--- src/rtl/flash_pkg.sv ---
// Shared state encodings and default timing for the flash burst arbiter.
package flash_pkg;

  localparam int TIMEOUT_DEF = 64;
  localparam int DRAIN_DEF   = 32;

  typedef enum logic [2:0] {
    ST_DRAIN   = 3'd0,
    ST_IDLE    = 3'd1,
    ST_ISSUE   = 3'd2,
    ST_WAIT    = 3'd3,
    ST_DELIVER = 3'd4,
    ST_DONE    = 3'd5
  } state_t;

  function automatic int max_int(input int a, input int b);
    return (a > b) ? a : b;
  endfunction

endpackage

--- src/rtl/flash_burst_arbiter.sv ---
// Two-requester round-robin arbiter that turns burst requests into single-byte
// flash reads, one outstanding transaction at a time, with requester backpressure.
//
// state      | meaning
// DRAIN      | post-reset hold-off, fl_ready ignored
// IDLE       | sample req, pick winner
// ISSUE      | one-cycle fl_read strobe
// WAIT       | wait for fl_ready or timeout
// DELIVER    | hold byte until granted requester acks
// DONE       | pulse done, release grant
module flash_burst_arbiter
  import flash_pkg::*;
#(
  parameter int TIMEOUT = TIMEOUT_DEF,
  parameter int DRAIN   = DRAIN_DEF
) (
  input  logic        clk,
  input  logic        rst,
  input  logic [1:0]  req,
  input  logic [23:0] addr0,
  input  logic [23:0] addr1,
  input  logic [7:0]  len0,
  input  logic [7:0]  len1,
  output logic [1:0]  gnt,
  output logic [1:0]  rd_valid,
  output logic [7:0]  rd_data,
  input  logic [1:0]  rd_ack,
  output logic [1:0]  done,
  output logic        err,
  output logic        fl_read,
  output logic [23:0] fl_addr,
  input  logic        fl_ready,
  input  logic [7:0]  fl_data
);

  localparam int CNT_W = $clog2(max_int(TIMEOUT, DRAIN) + 1);
  localparam logic [CNT_W-1:0] DRAIN_LAST = CNT_W'(DRAIN - 1);
  // WAIT exits one cycle early so err lands exactly TIMEOUT cycles after fl_read.
  localparam logic [CNT_W-1:0] WAIT_LAST  = CNT_W'(TIMEOUT - 2);

  state_t state, state_nxt;

  logic [CNT_W-1:0] cnt;
  logic             last_gnt;
  logic             cur_g;
  logic             pick;
  logic [23:0]      cur_addr;
  logic [8:0]       remaining;
  logic             ack_hit;
  logic             last_byte;
  logic             wait_expired;

  assign fl_read = (state == ST_ISSUE);
  assign fl_addr = cur_addr;

  always_comb begin
    pick = ~last_gnt;
    if (req == 2'b01)      pick = 1'b0;
    else if (req == 2'b10) pick = 1'b1;
  end

  always_comb begin
    ack_hit      = (state == ST_DELIVER) && rd_ack[cur_g];
    last_byte    = (remaining == 9'd1);
    wait_expired = (cnt == WAIT_LAST);
  end

  always_ff @(posedge clk) begin
    if (rst) state <= ST_DRAIN;
    else     state <= state_nxt;
  end

  always_comb begin
    state_nxt = state;
    unique case (state)
      ST_DRAIN:   if (cnt == DRAIN_LAST) state_nxt = ST_IDLE;
      ST_IDLE:    if (req != 2'b00) state_nxt = ST_ISSUE;
      ST_ISSUE:   state_nxt = ST_WAIT;
      ST_WAIT: begin
        if (fl_ready)          state_nxt = ST_DELIVER;
        else if (wait_expired) state_nxt = ST_DONE;
      end
      ST_DELIVER: if (ack_hit) state_nxt = last_byte ? ST_DONE : ST_ISSUE;
      ST_DONE:    state_nxt = ST_IDLE;
      default:    state_nxt = ST_DRAIN;
    endcase
  end

  always_ff @(posedge clk) begin
    if (rst) begin
      cnt       <= '0;
      last_gnt  <= 1'b1;
      cur_g     <= 1'b0;
      cur_addr  <= '0;
      remaining <= '0;
      gnt       <= '0;
      rd_valid  <= '0;
      rd_data   <= '0;
      done      <= '0;
      err       <= 1'b0;
    end else begin
      done <= '0;
      err  <= 1'b0;
      unique case (state)
        ST_DRAIN: cnt <= (cnt == DRAIN_LAST) ? '0 : cnt + 1'b1;
        ST_IDLE: begin
          if (req != 2'b00) begin
            cur_g <= pick;
            gnt   <= pick ? 2'b10 : 2'b01;
            // A zero length field means a full 256-byte burst.
            if (pick) begin
              cur_addr  <= addr1;
              remaining <= {(len1 == 8'd0), len1};
            end else begin
              cur_addr  <= addr0;
              remaining <= {(len0 == 8'd0), len0};
            end
          end
        end
        ST_ISSUE: cnt <= '0;
        ST_WAIT: begin
          if (fl_ready) begin
            rd_data  <= fl_data;
            rd_valid <= gnt;
          end else if (wait_expired) begin
            err  <= 1'b1;
            done <= gnt;
            cnt  <= '0;
          end else begin
            cnt <= cnt + 1'b1;
          end
        end
        ST_DELIVER: begin
          if (ack_hit) begin
            rd_valid  <= '0;
            cur_addr  <= cur_addr + 24'd1;
            remaining <= remaining - 9'd1;
            if (last_byte) done <= gnt;
          end
        end
        ST_DONE: begin
          gnt      <= '0;
          last_gnt <= cur_g;
        end
        default: ;
      endcase
    end
  end

endmodule

--- config.mk ---
export PLATFORM = sky130hd
export DESIGN_NAME = flash_burst_arbiter
export DESIGN_NICKNAME = d
export VERILOG_FILES = /design/src/rtl/flash_pkg.sv /design/src/rtl/flash_burst_arbiter.sv
export SDC_FILE = /design/constraint.sdc
export NUM_CORES = 1
export LEC_CHECK = 0
export BUFFER_PORTS_ARGS = -buffer_cell sky130_fd_sc_hd__buf_2
export CAP_MARGIN = 30
export CORE_ASPECT_RATIO = 0.7
export CORE_UTILIZATION = 51
export CTS_CLUSTER_DIAMETER = 60
export DETAILED_ROUTE_END_ITERATION = 8
export GPL_ROUTABILITY_DRIVEN = 0
export PLACE_DENSITY = 0.81
export SYNTH_ARGS = -nofsm -noshare
export SYNTH_HDL_FRONTEND = slang
export SYNTH_SLANG_ARGS = --single-unit
--- constraint.sdc ---
create_clock -name clk -period 2.4 [get_ports clk]
set_input_delay 0.12 -clock clk [delete_from_list [all_inputs] [get_ports clk]]
set_output_delay 0.12 -clock clk [all_outputs]
set_load 0.02 [all_outputs]
==> results of run 1 <==
==> synthesized netlist by cell type, types with 6 or more instances <==
library cell / instances / area, um^2
nor2_1: 67 / 251
nand2_1: 61 / 229
dfxtp_1: 60 / 1200
a21oi_1: 41 / 205
nand3_1: 17 / 85.1
clkbuf_1: 15 / 56.3
nor3_1: 12 / 60.1
nand4_1: 11 / 68.8
o21ai_0: 11 / 55.1
mux2i_1: 10 / 100
o21ai_1: 10 / 50.1
nor4_1: 9 / 56.3
a22oi_1: 8 / 60.1
mux2_2: 8 / 90.1
o22ai_1: 8 / 50.1
xnor2_1: 7 / 61.3
a31oi_1: 6 / 37.5
buf_2: 6 / 30.0
inv_1: 6 / 22.5
==> flip-flops by register name (all words and copies together), names as in the netlist <==
| register | cells |
|---|---|
| rd_data | 8 |
| cnt | 7 |
| fl_addr | 24 |
| err | 1 |
| state | 3 |
| cur_g | 1 |
| remaining | 9 |
| last_gnt | 1 |
| rd_valid | 2 |
| gnt | 2 |
| done | 2 |
==> logic make-up (layout without fill, tap and decap cells) <==
logic type	count (synthesis)	count (layout)	synth area share [%]
AND/OR/NAND/NOR	215	215	28.3
AO/OA/AOI/OAI	129	129	24.0
flip-flops	60	60	32.8
buffers and inverters	32	157	3.99
multiplexers	24	24	7.10
XOR/XNOR	9	9	2.15
adder cells (fa/ha/maj)	5	5	1.71
==> what timing repair did <==
action	in CTS	in global routing
gates resized for setup	0	0
hold buffers	1	0
endpoints found under the hold margin	1	0
==> stage by stage <==
stage	power, mW	instances	instance area [um^2]	setup slack (ps)
final	3.43	693	4580	222
after global routing	3.62	693	4580	81.6
after CTS	3.43	693	4580	271
after detailed placement	2.49	676	4370	271
after global placement	2.45	676	4370	322
after floorplan	2.13	474	3670	550
==> cell type report <==
| class | count | area (um^2) |
|---|---|---|
| inverter | 7 | 26.3 |
| tap | 94 | 118 |
| sequential | 60 | 1200 |
| timing repair buffer | 134 | 713 |
| clock buffer | 12 | 155 |
| fill | 601 | 2270 |
| clock inverter | 4 | 47.5 |
| multi-input combinational | 382 | 2320 |
==> placed cells by master (no fill, tap or decap), drive strengths merged, types with 5 or more instances in the layout <==
| cell type | count |
|---|---|
| ha | 5 |
| nand4 | 11 |
| mux2 | 13 |
| nor2 | 68 |
| and3 | 5 |
| dfxtp | 60 |
| o22ai | 8 |
| xnor2 | 7 |
| mux2i | 11 |
| a22oi | 8 |
| nor4 | 9 |
| a21oi | 41 |
| a31oi | 6 |
| inv | 6 |
| clkbuf | 12 |
| nand2 | 61 |
| nand3 | 17 |
| o21ai | 21 |
| buf | 133 |
| nor3 | 12 |
| nand2b | 5 |
| nor2b | 5 |
==> worst min-delay path, cell delays in order <==
cell     delay (ps)
buf_2            90
nand2_1          50
a21oi_1          50
==> worst min path at each step <==
stage | to | slack, ps
after floorplan | rd_data[0] | 260
after detailed placement | rd_data[5] | 370
after CTS | rd_data[4] | 1
final | rd_data[4] | 10
after global routing | rd_data[6] | 20
after global placement | rd_data[5] | 360
==> power by group <==
| group | leakage, nW | total, mW | internal (mW) | switching, mW |
|---|---|---|---|---|
| clock | 0.102 | 0.929 | 0.533 | 0.397 |
| combinational | 1.37 | 1.16 | 0.484 | 0.676 |
| sequential | 0.486 | 1.34 | 1.14 | 0.199 |
| total | 1.96 | 3.43 | 2.16 | 1.27 |
==> layer usage <==
metal | share of wire, % | wire (um) | vias to the layer above | GRT usage [%]
met5 | 0 | 0 | - | 0
met4 | 1.6 | 185 | 0 | 11.3
met3 | 11 | 1250 | 20 | 7.76
met2 | 43 | 4820 | 244 | 45.0
met1 | 45 | 5020 | 1960 | 44.4
li1 | - | - | 1984 | -
==> flow_summary.json, run 1 <==
{
  "cp_top_family": "compound AO/OA/AOI/OAI gates",
  "cp-end-kind": "flip-flop",
  "vias_per_cell": 6.07,
  "reg2reg_to": "fl_addr[17]",
  "diodes": 0,
  "finalSetupViolations": 0,
  "area_growth_pct": 24.9,
  "root_buffer": "clkbuf_8",
  "synth_nets": 558,
  "holdPathStages": 3,
  "hold_viol_final": 0,
  "status": "completed",
  "track_usage_pct": 31.0,
  "drive_gt1_share_pct": 27.5,
  "ys_seq_area_share_pct": 32.8,
  "slowest_stage": "or3b_4",
  "utilization_pct": 66.8,
  "wl_mm": 11.3,
  "power.leakage_nw": 1.96,
  "synth-seq-cells": 60,
  "worst_pin_slew_ps": 924,
  "reg2reg_from": "state[1]",
  "cts_tree": "yes",
  "hold_slack_ps": 13.8,
  "rows": 25,
  "die_h_um": 72.9,
  "clk_pin_slew_ps": 70,
  "slew_headroom_pct": 38.4,
  "ys_types": 71,
  "start_util_pct": 53.5,
  "finClkSkew_ps": 7.64,
  "period_share_pct": 90.7,
  "syn-cell-area_um2": 3670,
  "grt_max_degree": 42,
  "cp_data_arrival_time_ps": 2430,
  "drt_iter0_markers": 380,
  "clk_latency_ps": 340,
  "hp-start": "fl_data[4]",
  "cts_buffer_depth": 2,
  "ys_warn_count": 0,
  "ys.flop_type": "dfxtp_1",
  "drc": 0,
  "setup-tns-final_ps": 0,
  "dr.pass1.iters": 5,
  "grt_pass1_vias": 3740,
  "cp_num_buf_inv": 1,
  "max_freq_mhz": 459,
  "antenna_found_initial": 0,
  "r2r_cells": 6,
  "cts_made_buffers": 9,
  "post_drt_wl_per_cell_um": 16.3,
  "cts.sink_count": 60,
  "power_density_nw_per_um2": 748,
  "async_reset_ff_share_pct": 0,
  "vias": 4208,
  "max_stage_delay_ps": 450,
  "synth_edf_count": 0,
  "crit_path_end": "fl_addr[17]",
  "grt-ovfl-total": 0,
  "core-area_um2": 6850,
  "drv_cap": 0,
  "ios": 119,
  "crit_required_ps": 2660,
  "period_needed_ps": 2180,
  "peakVddDrop_v": 0.000477,
  "worst_setup_path_start_kind": "flip-flop",
  "syn_inst": 474,
  "cp_cell_sequence": "or3b_4 -> buf_4 -> o2bb2ai_4 -> nor2_1 -> a2111o_1 -> o31ai_1",
  "dieArea_um2": 7540,
  "die-width_um": 103,
  "ant_nets": 0,
  "worstSetupPathType": "reg2reg",
  "rsz0062_at_grt": "false",
  "syn_avg_cell_area_um2": 7.73,
  "portBuffers": 118,
  "cts_setup_buffers": 0,
  "dp_hpwl_mm": 8.17,
  "htree_levels": 3,
  "hold_class": "in2reg",
  "grt_pass1_wl_mm": 17.8,
  "cp_max_fo": 26,
  "ff2ff_setup_slack_ps": 220,
  "crit_cells": 6,
  "crit_start": "state[1]",
  "fin_nets": 678,
  "slew_violations": 0
}
No activity file was read; power rests on OpenSTA's default activity.
==> run 2: changes to the inputs <==
CORE_MARGIN = 2   (was default)
==> flow_summary.json, run 2 (synthesized netlist as in run 1, its figures left out) <==
{
  "status": "completed",
  "final_cell_mix": "118 x buf_2, 67 x nor2_1, 61 x nand2_1",
  "drive_gt1_share_pct": 27.5,
  "worst_setup_path_start_kind": "flip-flop",
  "period_needed_ps": 2090,
  "power.leakage_nw": 1.97,
  "worstSetupPathType": "reg2reg",
  "cts_buffer_depth": 2,
  "area_growth_pct": 25.6,
  "slew_headroom_pct": 55.2,
  "die-width_um": 105,
  "cp_max_fo": 14,
  "drv_cap": 0,
  "cts_tree": "yes",
  "post_drt_wl_per_cell_um": 16.7,
  "dr.pass1.iters": 5,
  "die_h_um": 74.9,
  "ant_nets": 0,
  "drc": 0,
  "ios": 119,
  "dieArea_um2": 7890,
  "diodes": 0,
  "grt-ovfl-total": 0,
  "clk_pin_slew_ps": 70,
  "root_buffer": "clkbuf_8",
  "grt_pass1_wl_mm": 18.0,
  "cts_resized": 0,
  "slew_violations": 0,
  "rsz0062_at_grt": "false",
  "setup-tns-final_ps": 0,
  "antenna_found_initial": 0,
  "grt_max_degree": 42,
  "power_density_nw_per_um2": 752,
  "cts_hold_buf": 2,
  "layout_setup_ws_ps": 311,
  "final_common_cell": "buf_2",
  "drt_iter0_markers": 451,
  "dp_hpwl_mm": 8.43,
  "hold_class": "in2reg",
  "htree_levels": 3,
  "dpl_worst_slack_ps": 382,
  "vias_per_cell": 5.93,
  "track_usage_pct": 28.9,
  "crit_required_ps": 2670,
  "clk_latency_ps": 350,
  "hold_viol_final": 0,
  "max_freq_mhz": 479,
  "peakVddDrop_v": 0.000447,
  "cp_data_arrival_time_ps": 2350,
  "portBuffers": 118,
  "period_share_pct": 87.1,
  "cp-end-kind": "flip-flop",
  "finalSetupViolations": 0,
  "worst_pin_slew_ps": 671,
  "wl_mm": 11.5,
  "core-area_um2": 6850,
  "cts_setup_buffers": 0,
  "vias": 4112,
  "nFillCells": 592,
  "rows": 25,
  "cts.sink_count": 60,
  "largest_reg_flops": 24,
  "start_util_pct": 53.5,
  "grt_pass1_vias": 3777,
  "fin_nets": 678,
  "finClkSkew_ps": 4.87,
  "cts_made_buffers": 9
}
-- run 2: cell count changes in the layout (fill, tap and decap cells not counted) --
cell,previous run,this run
clkinv_4,0,1
buf_12,0,2
dlygate4sd3_1,1,2
buf_4,15,12
clkbuf_1,1,0
clkinvlp_4,1,2
clkbuf_8,11,10
-- run 2: area by class of cell --
| cell class | count | area [um^2] | area share [%] |
|---|---|---|---|
| Multi-Input combinational cell | 382 | 2320 | 50.3 |
| Sequential cell | 60 | 1200 | 26.1 |
| Timing Repair Buffer | 134 | 741 | 16.1 |
| Clock buffer | 10 | 138 | 2.99 |
| Tap cell | 94 | 118 | 2.55 |
| Clock inverter | 6 | 63.8 | 1.39 |
| Inverter | 7 | 26.3 | 0.570 |
-- run 2: final timing paths --
check             startpoint          end  slack (ps)  cells after the start
setup / recovery    state[2]  fl_addr[14]         310                      4
hold / removal    fl_data[5]   rd_data[5]           9                      3
setup reg to reg    state[2]  fl_addr[14]         310                      4
hold reg to reg   rd_data[5]   rd_data[5]         450                      2
-- run 2: where the power goes --
part / switching, mW / internal (mW) / total (mW)
registers: 0.202 / 1.14 / 1.34
logic: 0.685 / 0.506 / 1.19
clock network: 0.429 / 0.505 / 0.934
total: 1.32 / 2.15 / 3.46
-- run 2: per-layer routing --
metal	part of all wire (%)	GRT usage [%]	wire length, um
met1	44	39.3	5070
met4	1.7	10.8	194
met2	44	44.9	5100
met5	0	0	0
met3	10	7.45	1180
-- run 2: through the flow --
stage | utilization [%] | hold slack (ps) | area [um^2] | total power, mW | cells
after CTS | 67.2 | 0.745 | 4610 | 3.45 | 693
final | 67.2 | 8.78 | 4610 | 3.46 | 693
after global placement | 64.0 | 360 | 4380 | 2.48 | 675
after global routing | 67.2 | 3.77 | 4610 | 3.64 | 693
after detailed placement | 64.0 | 366 | 4380 | 2.52 | 675
after floorplan | - | 256 | 3670 | 2.13 | 474
-- run 2: critical path, stage by stage (launching register included) --
cell	delay, ps
dfxtp_1	480
or3b_4	520
a2bb2oi_2	290
or4_1	530
a31oi_1	190
==> run 3: changes to the inputs <==
ABC_AREA = 1   (was default)
CORE_UTILIZATION = 52   (was 51)
==> flow_summary.json, run 3 <==
{
  "dieArea_um2": 8420,
  "dr.pass1.iters": 5,
  "synth_nets": 746,
  "power_density_nw_per_um2": 1050,
  "cts_setup_buffers": 0,
  "crit_required_ps": 2610,
  "clk_pin_slew_ps": 70,
  "syn_avg_cell_area_um2": 6.04,
  "antenna_found_initial": 0,
  "worst_setup_path_start_kind": "flip-flop",
  "dpl_worst_slack_ps": 533,
  "portBuffers": 118,
  "final_cell_mix": "131 x nor2_1, 124 x nand2_1, 118 x buf_2",
  "period_needed_ps": 1930,
  "track_usage_pct": 27.9,
  "core-area_um2": 7380,
  "cts.sink_count": 60,
  "status": "completed",
  "yosysMostFrequentCell": "nor2_1",
  "slew_violations": 0,
  "start_util_pct": 54.1,
  "total_power_mw": 5.09,
  "ys_seq_area_share_pct": 30.0,
  "htree_levels": 3,
  "rsz0062_at_grt": "false",
  "cts_tree": "yes",
  "cts_resized": 0,
  "synth_edf_count": 0,
  "cts_buffer_depth": 2,
  "vias": 4581,
  "cp_num_buf_inv": 1,
  "max_stage_delay_ps": 570,
  "drc": 0,
  "dp_hpwl_mm": 8.29,
  "slowest_stage": "dfxtp_1",
  "largest_reg_flops": 24,
  "period_share_pct": 80.3,
  "max_freq_mhz": 519,
  "ios": 119,
  "worst_pin_slew_ps": 615,
  "synthTopCellsByArea": "dfxtp_1 30%, nor2_1 12%, nand2_1 12%",
  "rows": 26,
  "worstSetupPathType": "reg2reg",
  "cp_data_arrival_time_ps": 2140,
  "nFillCells": 688,
  "slew_headroom_pct": 59.0,
  "drv_cap": 0,
  "cts_made_buffers": 9,
  "synth-seq-cells": 60,
  "final_common_cell": "nor2_1",
  "peakVddDrop_v": 0.000698,
  "synth.top_cell.area_share_pct": 30.0,
  "hold_class": "in2reg",
  "ys_types": 37,
  "drive_gt1_share_pct": 21.2,
  "finalSetupViolations": 0,
  "hold_viol_final": 0,
  "layout_setup_ws_ps": 473,
  "cp-end-kind": "flip-flop",
  "cp_max_fo": 46,
  "syn-cell-area_um2": 4000,
  "ant_nets": 0,
  "cp_top_family": "simple AND/OR/NAND/NOR gates",
  "syn_inst": 662,
  "async_reset_ff_share_pct": 0,
  "diodes": 0,
  "clk_latency_ps": 340,
  "area_growth_pct": 20.8,
  "power.leakage_nw": 2.36,
  "wl_mm": 11.4,
  "post_drt_wl_per_cell_um": 13.0,
  "ys_warn_count": 0,
  "grt_pass1_vias": 4178,
  "grt_max_degree": 47,
  "die-width_um": 109,
  "die_h_um": 77.4,
  "cts_hold_buf": 0,
  "ys.flop_type": "dfxtp_1",
  "drt_iter0_markers": 395,
  "grt-ovfl-total": 0,
  "vias_per_cell": 5.25,
  "utilization_pct": 65.4,
  "synth_top_cell_by_area": "dfxtp_1",
  "fin_nets": 854,
  "finClkSkew_ps": 13.3,
  "root_buffer": "clkbuf_8",
  "setup-tns-final_ps": 0,
  "ys_top_cells_by_count": "131 x nor2_1, 124 x nand2_1, 82 x o21ai_0, 81 x inv_1, 60 x dfxtp_1",
  "grt_pass1_wl_mm": 18.9,
  "cp_cell_sequence": "nand4_2 -> nand2_4 -> inv_2 -> a21oi_1 -> a21oi_1",
  "crit_path_frequent_cell": "a21oi_1"
}
run 3: cell types whose count changed in the layout (fill, tap and decap cells not counted), sizes merged, moves of 11 or more:
cell / delta
inv: +81
nand3: +30
mux2i: -11
nor2: +67
o21ai: +68
nand2: +72
mux2: -13
run 3: layout make-up:
cell class	instances	area [um^2]	area share (%)
Multi-Input combinational cell	489	2320	48.0
Sequential cell	60	1200	24.9
Timing Repair Buffer	123	641	13.3
Inverter	87	329	6.82
Clock buffer	10	128	2.64
Tap cell	98	123	2.54
Clock inverter	6	88.8	1.84
run 3: logic make-up after synthesis:
kind of cell / share of synthesized area (%)
XOR/XNOR: 1.10
flip-flops: 30.0
AND/OR/NAND/NOR: 35.1
AO/OA/AOI/OAI: 20.2
buffers and inverters: 12.0
adder cells (fa/ha/maj): 1.56
run 3: path summary, 6_finish.rpt:
kind | depth (start not counted) | startpoint | slack, ps | end
hold / removal | 2 | rst | 30 | remaining[3]
setup / recovery | 5 | state[0] | 470 | remaining[0]
hold reg to reg | 2 | rd_data[7] | 440 | rd_data[7]
setup reg to reg | 5 | state[0] | 470 | remaining[0]
run 3: layer usage:
layer	global-route usage [%]	routed length [um]	up-vias
li1	-	-	2339
met1	37.7	5190	2000
met2	44.2	4910	230
met3	7.39	1160	12
met4	6.92	131	0
met5	0	0	-
run 3: per-stage QoR:
stage               hold slack (ps)  instance area [um^2]  std cells
floorplan                       189                  4000        662
global placement                347                  4610        857
detailed placement              351                  4610        857
CTS                            25.2                  4830        873
global route                   32.8                  4830        873
finish                         34.5                  4830        873
run 3: power by group:
part | leakage [nW] | total, mW | switching (mW) | internal, mW
registers | 0.490 | 1.66 | 0.379 | 1.28
logic | 1.77 | 2.42 | 1.62 | 0.804
clock network | 0.102 | 1.01 | 0.421 | 0.585
total | 2.36 | 5.09 | 2.42 | 2.67
run 3: worst register-to-register path: stages (launching register included):
cell and delay (ps):
dfxtp_1 570, nand4_2 250, nand2_4 400, inv_2 310, a21oi_1 200, a21oi_1 80
